## src/rtl/tape_in_conditioner.sv

```systemverilog
// tape_in_conditioner: cassette input sync, glitch filter, half-period tone classifier and carrier lock.
// Define TAPE_STATS_EN to add ERR_CNT, a saturating count of out-of-window half-periods while locked.
module tape_in_conditioner #(
  parameter int CE_DIV      = 12,
  parameter int FILT_LEN    = 8,
  parameter int PERIOD_W    = 12,
  parameter int CARRIER_MIN = 16,
  parameter int ACT_TICKS   = 100000
) (
  input  logic                CLK12,
  input  logic                RESET_N,
  input  logic                ENABLE,
  input  logic                CASS_RAW,
  output logic                CASS_OUT,
  output logic                EDGE,
  output logic [PERIOD_W-1:0] HALF_PERIOD,
  output logic                HALF_VALID,
  output logic                TONE,
  output logic                CARRIER,
  output logic                ACTIVITY
`ifdef TAPE_STATS_EN
  ,
  output logic [7:0]          ERR_CNT
`endif
);
  localparam int DW = (CE_DIV > 1) ? $clog2(CE_DIV) : 1;
  localparam int FW = (FILT_LEN > 1) ? $clog2(FILT_LEN) : 1;
  localparam int RW = $clog2(CARRIER_MIN + 1);
  localparam int AW = (ACT_TICKS > 1) ? $clog2(ACT_TICKS) : 1;
  localparam logic [FW-1:0] F_MAX = FW'(FILT_LEN - 1);
  typedef enum logic [1:0] {IDLE, ACQUIRE, LOCKED} state_t;
  logic                s1_q, s2_q;
  logic [DW-1:0]       div_q, div_d;
  logic                tick;
  logic [FW-1:0]       f_q, f_d;
  logic                out_q, out_d, prev_q, edge_q;
  logic [PERIOD_W-1:0] p_q, p_d, half_q, half_d;
  logic                tone_q, tone_d;
  state_t              state_q, state_d;
  logic [RW-1:0]       r_q, r_d;
  logic [2:0]          m_q, m_d;
  logic                carrier_q, carrier_d;
  logic [AW-1:0]       a_q, a_d;
  logic                is_short, is_long, in_win;
  assign tick     = div_q == DW'(CE_DIV - 1);
  assign div_d    = tick ? '0 : div_q + DW'(1);
  assign is_short = (p_q >= PERIOD_W'(150)) && (p_q <= PERIOD_W'(280));
  assign is_long  = (p_q >= PERIOD_W'(330)) && (p_q <= PERIOD_W'(520));
  assign in_win   = is_short || is_long;
  always_comb begin
    f_d   = f_q;
    out_d = out_q;
    if (tick) begin
      f_d   = s2_q ? ((f_q == F_MAX) ? f_q : f_q + FW'(1)) : ((f_q == '0) ? f_q : f_q - FW'(1));
      out_d = (f_d == F_MAX) ? 1'b1 : (f_d == '0) ? 1'b0 : out_q;
    end
  end
  // An edge restarts the period count; a coincident tick is dropped.
  assign p_d    = edge_q ? '0 : (tick && p_q != '1) ? p_q + PERIOD_W'(1) : p_q;
  assign half_d = edge_q ? p_q : half_q;
  assign tone_d = (edge_q && is_short) ? 1'b1 : (edge_q && is_long) ? 1'b0 : tone_q;
  assign a_d    = edge_q ? AW'(ACT_TICKS - 1) : (tick && a_q != '0) ? a_q - AW'(1) : a_q;
  always_comb begin
    state_d = state_q;
    r_d     = r_q;
    m_d     = m_q;
    if (!ENABLE) begin
      state_d = IDLE;
      r_d     = '0;
      m_d     = '0;
    end else begin
      case (state_q)
        IDLE: begin
          state_d = ACQUIRE;
          r_d     = '0;
          m_d     = '0;
        end
        ACQUIRE: begin
          m_d = '0;
          if (edge_q) begin
            r_d = in_win ? r_q + RW'(1) : '0;
            if (in_win && r_q == RW'(CARRIER_MIN - 1)) state_d = LOCKED;
          end
        end
        LOCKED: begin
          if (edge_q) begin
            m_d = in_win ? '0 : m_q + 3'd1;
            if (!in_win && m_q == 3'd3) begin
              state_d = ACQUIRE;
              r_d     = '0;
            end
          end else if (p_q >= PERIOD_W'(1000)) begin
            state_d = ACQUIRE;
            r_d     = '0;
          end
        end
        default: state_d = IDLE;
      endcase
    end
  end
  assign carrier_d = state_d == LOCKED;
  always_ff @(posedge CLK12 or negedge RESET_N) begin
    if (!RESET_N) begin
      s1_q      <= 1'b0;
      s2_q      <= 1'b0;
      div_q     <= '0;
      f_q       <= '0;
      out_q     <= 1'b0;
      prev_q    <= 1'b0;
      edge_q    <= 1'b0;
      p_q       <= '0;
      half_q    <= '0;
      tone_q    <= 1'b0;
      state_q   <= IDLE;
      r_q       <= '0;
      m_q       <= '0;
      carrier_q <= 1'b0;
      a_q       <= '0;
    end else begin
      s1_q      <= CASS_RAW;
      s2_q      <= s1_q;
      div_q     <= div_d;
      f_q       <= f_d;
      out_q     <= out_d;
      prev_q    <= out_q;
      edge_q    <= out_q != prev_q;
      p_q       <= p_d;
      half_q    <= half_d;
      tone_q    <= tone_d;
      state_q   <= state_d;
      r_q       <= r_d;
      m_q       <= m_d;
      carrier_q <= carrier_d;
      a_q       <= a_d;
    end
  end
`ifdef TAPE_STATS_EN
  logic       en_q;
  logic [7:0] err_q, err_d;
  assign err_d = (ENABLE && !en_q) ? 8'd0 :
                 (ENABLE && state_q == LOCKED && edge_q && !in_win && err_q != 8'hFF) ? err_q + 8'd1 : err_q;
  always_ff @(posedge CLK12 or negedge RESET_N) begin
    if (!RESET_N) begin
      en_q  <= 1'b0;
      err_q <= '0;
    end else begin
      en_q  <= ENABLE;
      err_q <= err_d;
    end
  end
  assign ERR_CNT = err_q;
`endif
  assign CASS_OUT    = out_q;
  assign EDGE        = edge_q;
  assign HALF_VALID  = edge_q;
  assign HALF_PERIOD = half_q;
  assign TONE        = tone_q;
  assign CARRIER     = carrier_q;
  assign ACTIVITY    = a_q != '0;
endmodule

```

## config.mk

```make
export PLATFORM = sky130hd
export DESIGN_NAME = tape_in_conditioner
export DESIGN_NICKNAME = d
export VERILOG_FILES = /design/src/rtl/tape_in_conditioner.sv
export SDC_FILE = /design/constraint.sdc
export NUM_CORES = 1
export LEC_CHECK = 0
export BUFFER_PORTS_ARGS = -buffer_cell sky130_fd_sc_hd__buf_2
export CAP_MARGIN = 5
export CORE_AREA = 2 2 60 105
export CTS_CLUSTER_SIZE = 14
export DETAILED_ROUTE_END_ITERATION = 10
export DIE_AREA = 0 0 62 107
export PLACE_DENSITY_LB_ADDON = 0.2
export REMOVE_ABC_BUFFERS = 1
export SYNTH_ARGS = -nofsm -noshare
export SYNTH_HDL_FRONTEND = slang
export SYNTH_SLANG_ARGS = --single-unit
```

## constraint.sdc

```tcl
create_clock -name CLK12 -period 5.4 [get_ports CLK12]
set_input_delay 0.54 -clock CLK12 [delete_from_list [all_inputs] [get_ports CLK12]]
set_output_delay 0.54 -clock CLK12 [all_outputs]
set_load 0.005 [all_outputs]
```

==> flow_summary.toml, run 1 <==
[outcome]
outcome = "finished clean"

[routing]
dr_total_vias = 2496
drtIter0Drc = 100
vias_per_cell = 5.65
drc = 0
first_pass_iters = 4
routed_wl_mm = 6.14
wire_per_inst_um = 13.9
ant_nets = 0

[clock_tree]
cts_tree = "done"
htree_levels = 3
cts_max_path_buffers = 2
clockRootBuffer = "clkbuf_8"
cts-buffers-inserted = 9
cts_hold_buf = 0
cts_setup_buffers = 0
path_clk_slew_ns = 0.07
clock-sinks = 65
worstSkewPairLatency_ns = 0.34
cts_resized = 0

[setup_path]
cp_cell_sequence = "or4_1, or3_1, nand2b_1, nor4_1, nand2b_1, buf_2"
start_kind = "flip-flop"
critical_path.slowest_cell = "or4_1"
required_ns = 4.86
critical_path_buf_inv_count = 1
path_delay_family = "simple AND/OR/NAND/NOR gates"
cp.arrival_ns = 2.53
cp_max_fo = 6
cpMostUsedCell = "nand2b_1"
worstSetupEndpointType = "output pin"
slowest_delay_ns = 0.57
path_class = "reg2out"

[power_and_ir_drop]
power.share.combinational = 0.135
powerDensity_nw_per_um2 = 324
seq_power_share = 0.456
power.net_switching_uw = 323
p_sw_frac = 0.264
p_leak_uw = 0.00164
internal-power_uw = 897
worst_ir_drop_vdd_uv = 258
p_clk_frac = 0.409

[timing]
setup-tns-final_ns = 0
setup_viol = 0
worstMarginPinSlew_ns = 1.10
drv_slew = 0
finalCritPeriodShare = 0.569
final.setup_skew_ns = 0.00534
rsz0062_at_grt = "false"
hold_violations = 0
holdWs_ns = 0.304
timing.fmax_mhz = 325
relSlewSlack = 0.255
period_minus_slack_ns = 3.07

[logic_synthesis]
yosysWarnings = 0
synthesis.area_um2 = 3380
yosys.cell_types.count = 50
synth_area_per_cell_um2 = 9.93
ys_ff_latch = 65
yosysSeqAreaShare = 0.482
synthArstFlopShare = 1.00
syn-instance-count = 340
synth-edff-count = 0
ys.flop_type = "dfrtp_1"

[floorplanning]
core-area_um2 = 5790
rows = 37
initial_core_util = 0.584
die_area_um2 = 6630
die_height_um = 107
die_w_um = 62
io_pins = 22

[grt]
track_usage = 0.217
gr-total-overflow = 0
grt_pass1_wl_mm = 10.7
grt_pass1_vias = 2496
antenna_found_initial = 0
grt_max_degree = 66

[hold_path]
hp-class = "in2reg"

[cells_and_area]
drive_above_1_share = 0.168
diodes = 0
syn_to_final_growth_pct = 11.6
nNetsFinal = 379
fin_cells = 442

[placement]
gp_congestion = 0.776
io_buffers = 21
hpwlAfterDp_mm = 4.33
dp_cells = 426

[job]
maxCapViolations = 0
## flip-flops by register name, summed over array words and instances (netlist names)
signal and cells:
HALF_PERIOD 12, CASS_OUT 1, EDGE 1, f_q 3, a_q 17, TONE 1
p_q 12, s2_q 1, div_q 4, r_q 5, prev_q 1, state_q 2
s1_q 1, m_q 3, CARRIER 1
## worst paths after layout
path / startpoint / to / slack (ns) / cells after the start
setup / recovery: a_q[7] / ACTIVITY / 2.33 / 6
hold / removal: CASS_RAW / s1_q / 0.30 / 1
setup reg to reg: a_q[7] / a_q[7] / 2.88 / 6
hold reg to reg: s1_q / s2_q / 0.37 / 0
max in group asynchronous: RESET_N / a_q[12] / 4.51 / 2
min in group asynchronous: RESET_N / f_q[1] / 0.36 / 2
## layout by cell type (no fill, tap or decap), types with 2 or more instances in the layout
cell / Yosys / layout
o21ai_0: 17 / 17
nand2b_1: 4 / 4
o31ai_1: 4 / 4
or3_1: 6 / 6
a211oi_1: 5 / 5
o22ai_1: 2 / 2
a311o_1: 3 / 3
nor4_1: 8 / 8
a31oi_1: 4 / 4
nand4_1: 3 / 3
clkbuf_8: 0 / 9
dfrtp_1: 65 / 65
and3_1: 2 / 2
mux2_2: 14 / 14
nor2b_1: 2 / 2
nand3_1: 6 / 6
buf_2: 2 / 21
nand2_1: 32 / 32
o211ai_1: 4 / 4
xor2_1: 7 / 7
or2_2: 3 / 3
nor2_1: 34 / 34
inv_1: 22 / 22
bufinv_16: 0 / 3
a21o_1: 2 / 2
a21oi_1: 10 / 10
ha_1: 16 / 16
or4_1: 3 / 3
buf_4: 1 / 2
nor3_1: 9 / 9
xnor2_1: 19 / 19
## power groups by stage
stage                     combinational [uW]  clock (uW)  sequential (uW)
final                                    164         499              557
after CTS                                167         512              557
after floorplan                          109           0              567
after global placement                   162           0              565
after detailed placement                 166           0              566
after global routing                     188         532              562
## final cells by class
class | count | area (um2)
clock buffers | 10 | 128
clock inverters | 6 | 115
fillers | 470 | 2020
inverters | 22 | 82.6
multi-input cells | 238 | 1600
flip-flops and latches | 65 | 1630
well taps | 78 | 97.6
repair buffers | 23 | 120
## metrics by stage
step	area (um2)	setup WS, ns	total power, uW	util
2_1_floorplan	3310	2.92	676	-
3_3_place_gp	3520	2.75	727	0.609
3_5_place_dp	3520	2.68	732	0.609
4_1_cts	3770	2.30	1240	0.651
5_1_grt	3770	2.15	1280	0.651
6_report	3770	2.33	1220	0.651
## cell usage after synthesis, types with 2 or more instances
library cell	instances	share of area
or2_2	3	0.0056
o22ai_1	2	0.0037
a31oi_1	4	0.0074
or3_1	6	0.011
a21o_1	2	0.0044
nor3_1	9	0.013
and3_1	2	0.0037
nand2_1	32	0.036
nand4_1	3	0.0056
nor2_1	34	0.038
a211oi_1	5	0.011
xor2_1	7	0.018
buf_2	2	0.0030
or4_1	3	0.0067
o211ai_1	4	0.0089
o21ai_0	17	0.025
a21oi_1	10	0.015
nor2b_1	2	0.0037
a311o_1	3	0.0089
nand3_1	6	0.0089
xnor2_1	19	0.049
clkbuf_1	11	0.012
mux2_2	14	0.047
nor4_1	8	0.015
nand2b_1	4	0.0074
dfrtp_1	65	0.48
o31ai_1	4	0.0089
ha_1	16	0.059
inv_1	22	0.024
## routing by layer
metal,vias up,track usage,part of all wire
li1,1232,-,-
met1,1210,0.248,0.42
met2,38,0.347,0.52
met3,16,0.0591,0.029
met4,0,0.123,0.033
met5,-,0,0
## logic make-up (layout without fill, tap and decap cells)
family,count (synthesis),in the layout,share of synthesized area
buf+inv,37,61,0.0452
compound gates,62,62,0.125
flops,65,65,0.482
mux,15,15,0.0496
simple gates,119,119,0.172
xor+xnor,26,26,0.0674
fa+ha+maj,16,16,0.0593
(Power assumes the default switching activity.)
==> run 2, diff against run 1 <==
--- a/config.mk
+++ b/config.mk
@@ -7,10 +7,10 @@
 export LEC_CHECK = 0
 export BUFFER_PORTS_ARGS = -buffer_cell sky130_fd_sc_hd__buf_2
 export CAP_MARGIN = 5
-export CORE_AREA = 2 2 60 105
+export CORE_AREA = 2 2 63 110
 export CTS_CLUSTER_SIZE = 14
 export DETAILED_ROUTE_END_ITERATION = 10
-export DIE_AREA = 0 0 62 107
+export DIE_AREA = 0 0 65 112
 export PLACE_DENSITY_LB_ADDON = 0.2
 export REMOVE_ABC_BUFFERS = 1
 export SYNTH_ARGS = -nofsm -noshare
==> constraint.sdc (replaced) <==
create_clock -name CLK12 -period 2.8 [get_ports CLK12]
set_input_delay 0.28 -clock CLK12 [delete_from_list [all_inputs] [get_ports CLK12]]
set_output_delay 0.28 -clock CLK12 [all_outputs]
set_load 0.005 [all_outputs]
==> run 2 against run 1 <==
Effect of this change:
- first-iteration DRC count is 21% higher
- total power is 110% higher
- global-route usage is 1.1 points lower
- cell count is 1.8% higher
- die area is 9.7% higher
- count of clock-buffer cells in the layout is 1 higher
- utilization is 4.4 points lower
- clock power is 130% higher
- non-clock buffer count is 4 higher
- critical path type unchanged
- critical endpoint unchanged
==> flow_summary.toml, run 2 (synthesis results as in run 1) <==
[outcome]
outcome = "finished clean"

[routing]
routed_wl_mm = 6.59
wire_per_inst_um = 14.6
first_pass_iters = 4
vias_per_cell = 5.50
ant_nets = 0
dr_total_vias = 2477
drtIter0Drc = 121
drc = 0

[setup_path]
cp_max_fo = 6
cp.arrival_ns = 2.42
required_ns = 2.52
start_kind = "flip-flop"
path_class = "reg2out"
cpMostUsedCell = "nand2b_1"
crit_cells = 6
ff2ff_path_depth = 6
critical_path_buf_inv_count = 1
path_delay_family = "simple AND/OR/NAND/NOR gates"
cp_cell_sequence = "or4_1, or3_4, nand2b_1, nor4_2, nand2b_1, buf_2"
critical_path.slowest_cell = "or4_1"
worstSetupEndpointType = "output pin"
slowest_delay_ns = 0.61
r2r_slack_ns = 0.39

[cells_and_area]
drive_above_1_share = 0.185
mostFrequentLayoutCells = "65 x dfrtp_1, 34 x nor2_1, 32 x nand2_1"
diodes = 0
nFillCells = 546
final_common_cell = "dfrtp_1"
fin_area_um2 = 3880
syn_to_final_growth_pct = 14.8
nNetsFinal = 383
top_register = "a_q"
largest_reg_flops = 17

[clock_tree]
clockRootBuffer = "clkbuf_16"
cts_hold_buf = 0
cts_max_path_buffers = 2
cts_tree = "done"
clock-sinks = 65
worstSkewPairLatency_ns = 0.34
htree_levels = 3
cts-buffers-inserted = 9
path_clk_slew_ns = 0.05

[placement]
gp_congestion = 0.846
hpwlAfterDp_mm = 4.65
io_buffers = 21
placedInstanceArea_um2 = 3560
dp_slack_ns = 0.332

[timing]
setup_viol = 0
finalCritPeriodShare = 0.965
setup-tns-final_ns = 0
hold_violations = 0
holdWs_ns = 0.0306
worstMarginPinSlew_ns = 0.798
setup_slack_ns = 0.0989
timing.fmax_mhz = 370
final.setup_skew_ns = 0.00804
relSlewSlack = 0.468
period_minus_slack_ns = 2.70
drv_slew = 0

[floorplanning]
die_height_um = 112
die_w_um = 65
rows = 39
die_area_um2 = 7280
initial_core_util = 0.528
core-area_um2 = 6390
io_pins = 22

[power_and_ir_drop]
worst_ir_drop_vdd_uv = 402
powerDensity_nw_per_um2 = 652
p_leak_uw = 0.00169

[grt]
track_usage = 0.205
gr-total-overflow = 0
grt_max_degree = 36
antenna_found_initial = 0
grt_pass1_vias = 2526
grt_pass1_wl_mm = 11.3

[job]
maxCapViolations = 0

[hold_path]
hp-class = "in2async"
-- run 2: changes by cell type in the layout (fill, tap and decap cells not counted) --
cell        delta
clkinvlp_4     -1
nor4_2         +1
nor4_1         -1
or3_1          -1
clkbuf_16      +9
or3_4          +1
bufinv_16      -2
clkbuf_1       -1
inv_6          -1
buf_4          +4
clkbuf_8       -7
clkinv_2       +3
-- run 2: worst paths after layout --
kind                            startpoint        to
worst max-delay path                a_q[9]  ACTIVITY
min in group CLK12                CASS_RAW      s1_q
worst min-delay path               RESET_N  CASS_OUT
worst min register to register        s1_q      s2_q
max in group asynchronous          RESET_N    m_q[0]
worst max register to register      p_q[1]    r_q[3]
-- run 2: routing by layer --
metal	wire length, um	track usage
met5	0	0
met4	175	0.109
met3	181	0.0495
met2	3450	0.353
met1	2780	0.229
-- run 2: power by group --
part / internal (uW) / switching (uW) / total, uW
Combinational: 133 / 184 / 317
Clock: 733 / 400 / 1130
Sequential: 1010 / 73.1 / 1080
-- run 2: final cells by class --
cell class	count	area, um2	area share
Timing Repair Buffer	27	150	0.0387
Multi-Input combinational cell	238	1610	0.415
Inverter	22	82.6	0.0213
Tap cell	82	103	0.0265
Clock buffer	11	253	0.0652
Sequential cell	65	1630	0.419
Clock inverter	5	53.8	0.0139
-- run 2: stage by stage --
step	total power, uW	utilization	cells
final	2530	0.607	450
after detailed placement	1420	0.557	434
after global placement	1400	0.557	434
after CTS	2560	0.606	450
after global routing	2650	0.607	450
after floorplan	1300	-	325
-- run 2: worst reg2reg max path, cell delays in order, from the launching register on --
cell and delay [ns]:
dfrtp_1 0.44, or3_1 0.41, a311o_1 0.31, a311o_1 0.33, a21o_1 0.23, or4_1 0.52
o211ai_1 0.09
-- run 2: timing repair --
item	4_1_cts	5_1_grt
gates resized for setup	1	1
endpoints found under the hold margin	0	0
setup endpoints to repair	1	1
pin swaps	0	0
buffers inserted	0	0
==> run 3, diff against run 2 <==
--- a/config.mk
+++ b/config.mk
@@ -5,12 +5,13 @@
 export SDC_FILE = /design/constraint.sdc
 export NUM_CORES = 1
 export LEC_CHECK = 0
+export ABC_AREA = 1
 export BUFFER_PORTS_ARGS = -buffer_cell sky130_fd_sc_hd__buf_2
 export CAP_MARGIN = 5
-export CORE_AREA = 2 2 63 110
-export CTS_CLUSTER_SIZE = 14
+export CORE_AREA = 2 2 63 109
+export CTS_CLUSTER_SIZE = 10
 export DETAILED_ROUTE_END_ITERATION = 10
-export DIE_AREA = 0 0 65 112
+export DIE_AREA = 0 0 65 111
 export PLACE_DENSITY_LB_ADDON = 0.2
 export REMOVE_ABC_BUFFERS = 1
 export SYNTH_ARGS = -nofsm -noshare
==> constraint.sdc (replaced) <==
create_clock -name CLK12 -period 3.15 [get_ports CLK12]
set_input_delay 0.315 -clock CLK12 [delete_from_list [all_inputs] [get_ports CLK12]]
set_output_delay 0.315 -clock CLK12 [all_outputs]
set_load 0.005 [all_outputs]
==> run 3 against run 2 <==
Effect of this change:
- cell count rose by 26%
- clock power down 4%
- worst hold slack improved by 0.052 ns
- critical endpoint unchanged
==> flow_summary.toml, run 3 <==
[cells_and_area]
diodes = 0
largest_reg_flops = 17
final_common_cell = "nand2_1"
multi_input_area_um2 = 1750
fin_cells = 567
nFillCells = 547
syn_to_final_growth_pct = 13.4
mostFrequentLayoutCells = "89 x nand2_1, 65 x dfrtp_1, 54 x nor2_1"
nNetsFinal = 500
seqCellArea_um2 = 1630
drive_above_1_share = 0.169
top_register = "a_q"

[timing]
drv_slew = 0
period_minus_slack_ns = 1.95
rsz0062_at_grt = "false"
finalCritPeriodShare = 0.619
setup_viol = 0
hold_violations = 0
timing.fmax_mhz = 513
worstMarginPinSlew_ns = 0.825
setup-tns-final_ns = 0
relSlewSlack = 0.450
final.setup_skew_ns = 0.00415
setup_slack_ns = 1.20
holdWs_ns = 0.0830

[grt]
grt_pass1_wl_mm = 13.6
gr-total-overflow = 0
grt_pass1_vias = 3015
antenna_found_initial = 0
grt_max_degree = 66
track_usage = 0.247

[floorplanning]
die_area_um2 = 7220
rows = 39
die_height_um = 111
core-area_um2 = 6390
die_w_um = 65
io_pins = 22
initial_core_util = 0.573

[placement]
dp_cells = 551
hpwlAfterDp_mm = 5.71
io_buffers = 21
dp_slack_ns = 1.33
gp_congestion = 0.893

[logic_synthesis]
synthTopCellsByArea = "dfrtp_1 44%, nand2_1 9.1%, nor2_1 5.5%"
synth-compound-area-share = 0.121
syn-instance-count = 456
synthAdderAreaFrac = 0.0546
ys_ff_latch = 65
synthArstFlopShare = 1.00
yosysTopAreaCell = "dfrtp_1"
synthMuxAreaShare = 0
synth_area_per_cell_um2 = 8.04
yosysMostFrequentCell = "nand2_1"
yosys.cell_types.count = 43
netlist.area_leader.share = 0.444
yosysSeqAreaShare = 0.444
synthTopCellsByCount = "89 x nand2_1, 65 x dfrtp_1, 54 x nor2_1"
synth_top_family_by_area = "simple AND/OR/NAND/NOR gates"
synthSimpleGateAreaFrac = 0.289
ys.flop_type = "dfrtp_1"
yosysWarnings = 0
synthesis.area_um2 = 3670
synth_xor_area_frac = 0.0119
synth-edff-count = 0

[clock_tree]
cts_resized = 0
clockRootBuffer = "clkbuf_16"
cts_tree = "done"
worstSkewPairLatency_ns = 0.34
path_clk_slew_ns = 0.05
cts_max_path_buffers = 2
cts_hold_buf = 0
cts_setup_buffers = 0
clock-sinks = 65
htree_levels = 3
cts-buffers-inserted = 9

[setup_path]
cp_max_fo = 4
cp.arrival_ns = 1.63
path_class = "reg2out"
start_kind = "flip-flop"
required_ns = 2.83
worstSetupEndpointType = "output pin"

[routing]
dr_total_vias = 3049
drc = 0
wire_per_inst_um = 14.0
routed_wl_mm = 7.92
first_pass_iters = 7
drtIter0Drc = 174
vias_per_cell = 5.38
ant_nets = 0

[hold_path]
hp-class = "in2reg"

[power_and_ir_drop]
powerDensity_nw_per_um2 = 626
p_leak_uw = 0.00204
worst_ir_drop_vdd_uv = 743

[job]
maxCapViolations = 0

[outcome]
outcome = "finished clean"
-- run 3: kinds of logic after synthesis --
kind of cell / Yosys count
AND/OR/NAND/NOR: 221
AO/OA/AOI/OAI: 80
buffers and inverters: 69
flip-flops: 65
adder cells (fa/ha/maj): 16
XOR/XNOR: 5
-- run 3: metal layers --
layer	track usage	part of all wire	vias to the layer above
met5	0	0	-
met4	0.122	0.031	0
met3	0.0690	0.034	17
met2	0.421	0.53	69
met1	0.277	0.40	1421
li1	-	-	1542
-- run 3: critical path: stages, from the launching register on --
cell     delay, ns
dfrtp_1       0.43
inv_1         0.09
ha_1          0.19
nand3_1       0.12
nor2_1        0.24
nand3_1       0.11
buf_2         0.14
-- run 3: area by class of cell --
type	count	share of cell area
Clock buffer	11	0.0608
Clock inverter	5	0.0187
Inverter	57	0.0520
Multi-Input combinational cell	322	0.420
Sequential cell	65	0.391
Tap cell	82	0.0247
Timing Repair Buffer	25	0.0325
-- run 3: report_power, final --
group	internal, uW	switching [uW]
combinational	169	352
sequential	915	82.5
clock	732	355
-- run 3: final timing paths --
| kind | slack (ns) | startpoint | cells after the start | endpoint |
|---|---|---|---|---|
| worst max-delay path | 1.20 | a_q[1] | 6 | ACTIVITY |
| worst max register to register | 1.27 | p_q[1] | 10 | p_q[8] |
| worst min-delay path | 0.08 | CASS_RAW | 1 | s1_q |
| min in group asynchronous | 0.16 | RESET_N | 2 | s2_q |
| max in group asynchronous | 2.45 | RESET_N | 2 | p_q[2] |
| worst min register to register | 0.35 | s1_q | 0 | s2_q |
-- run 3: through the flow --
step,util,power (uW),cell area [um2]
floorplan,-,1330,3590
detailed placement,0.599,1540,3830
global route,0.651,2740,4160
finish,0.651,2610,4160
CTS,0.651,2640,4160
global placement,0.599,1510,3830
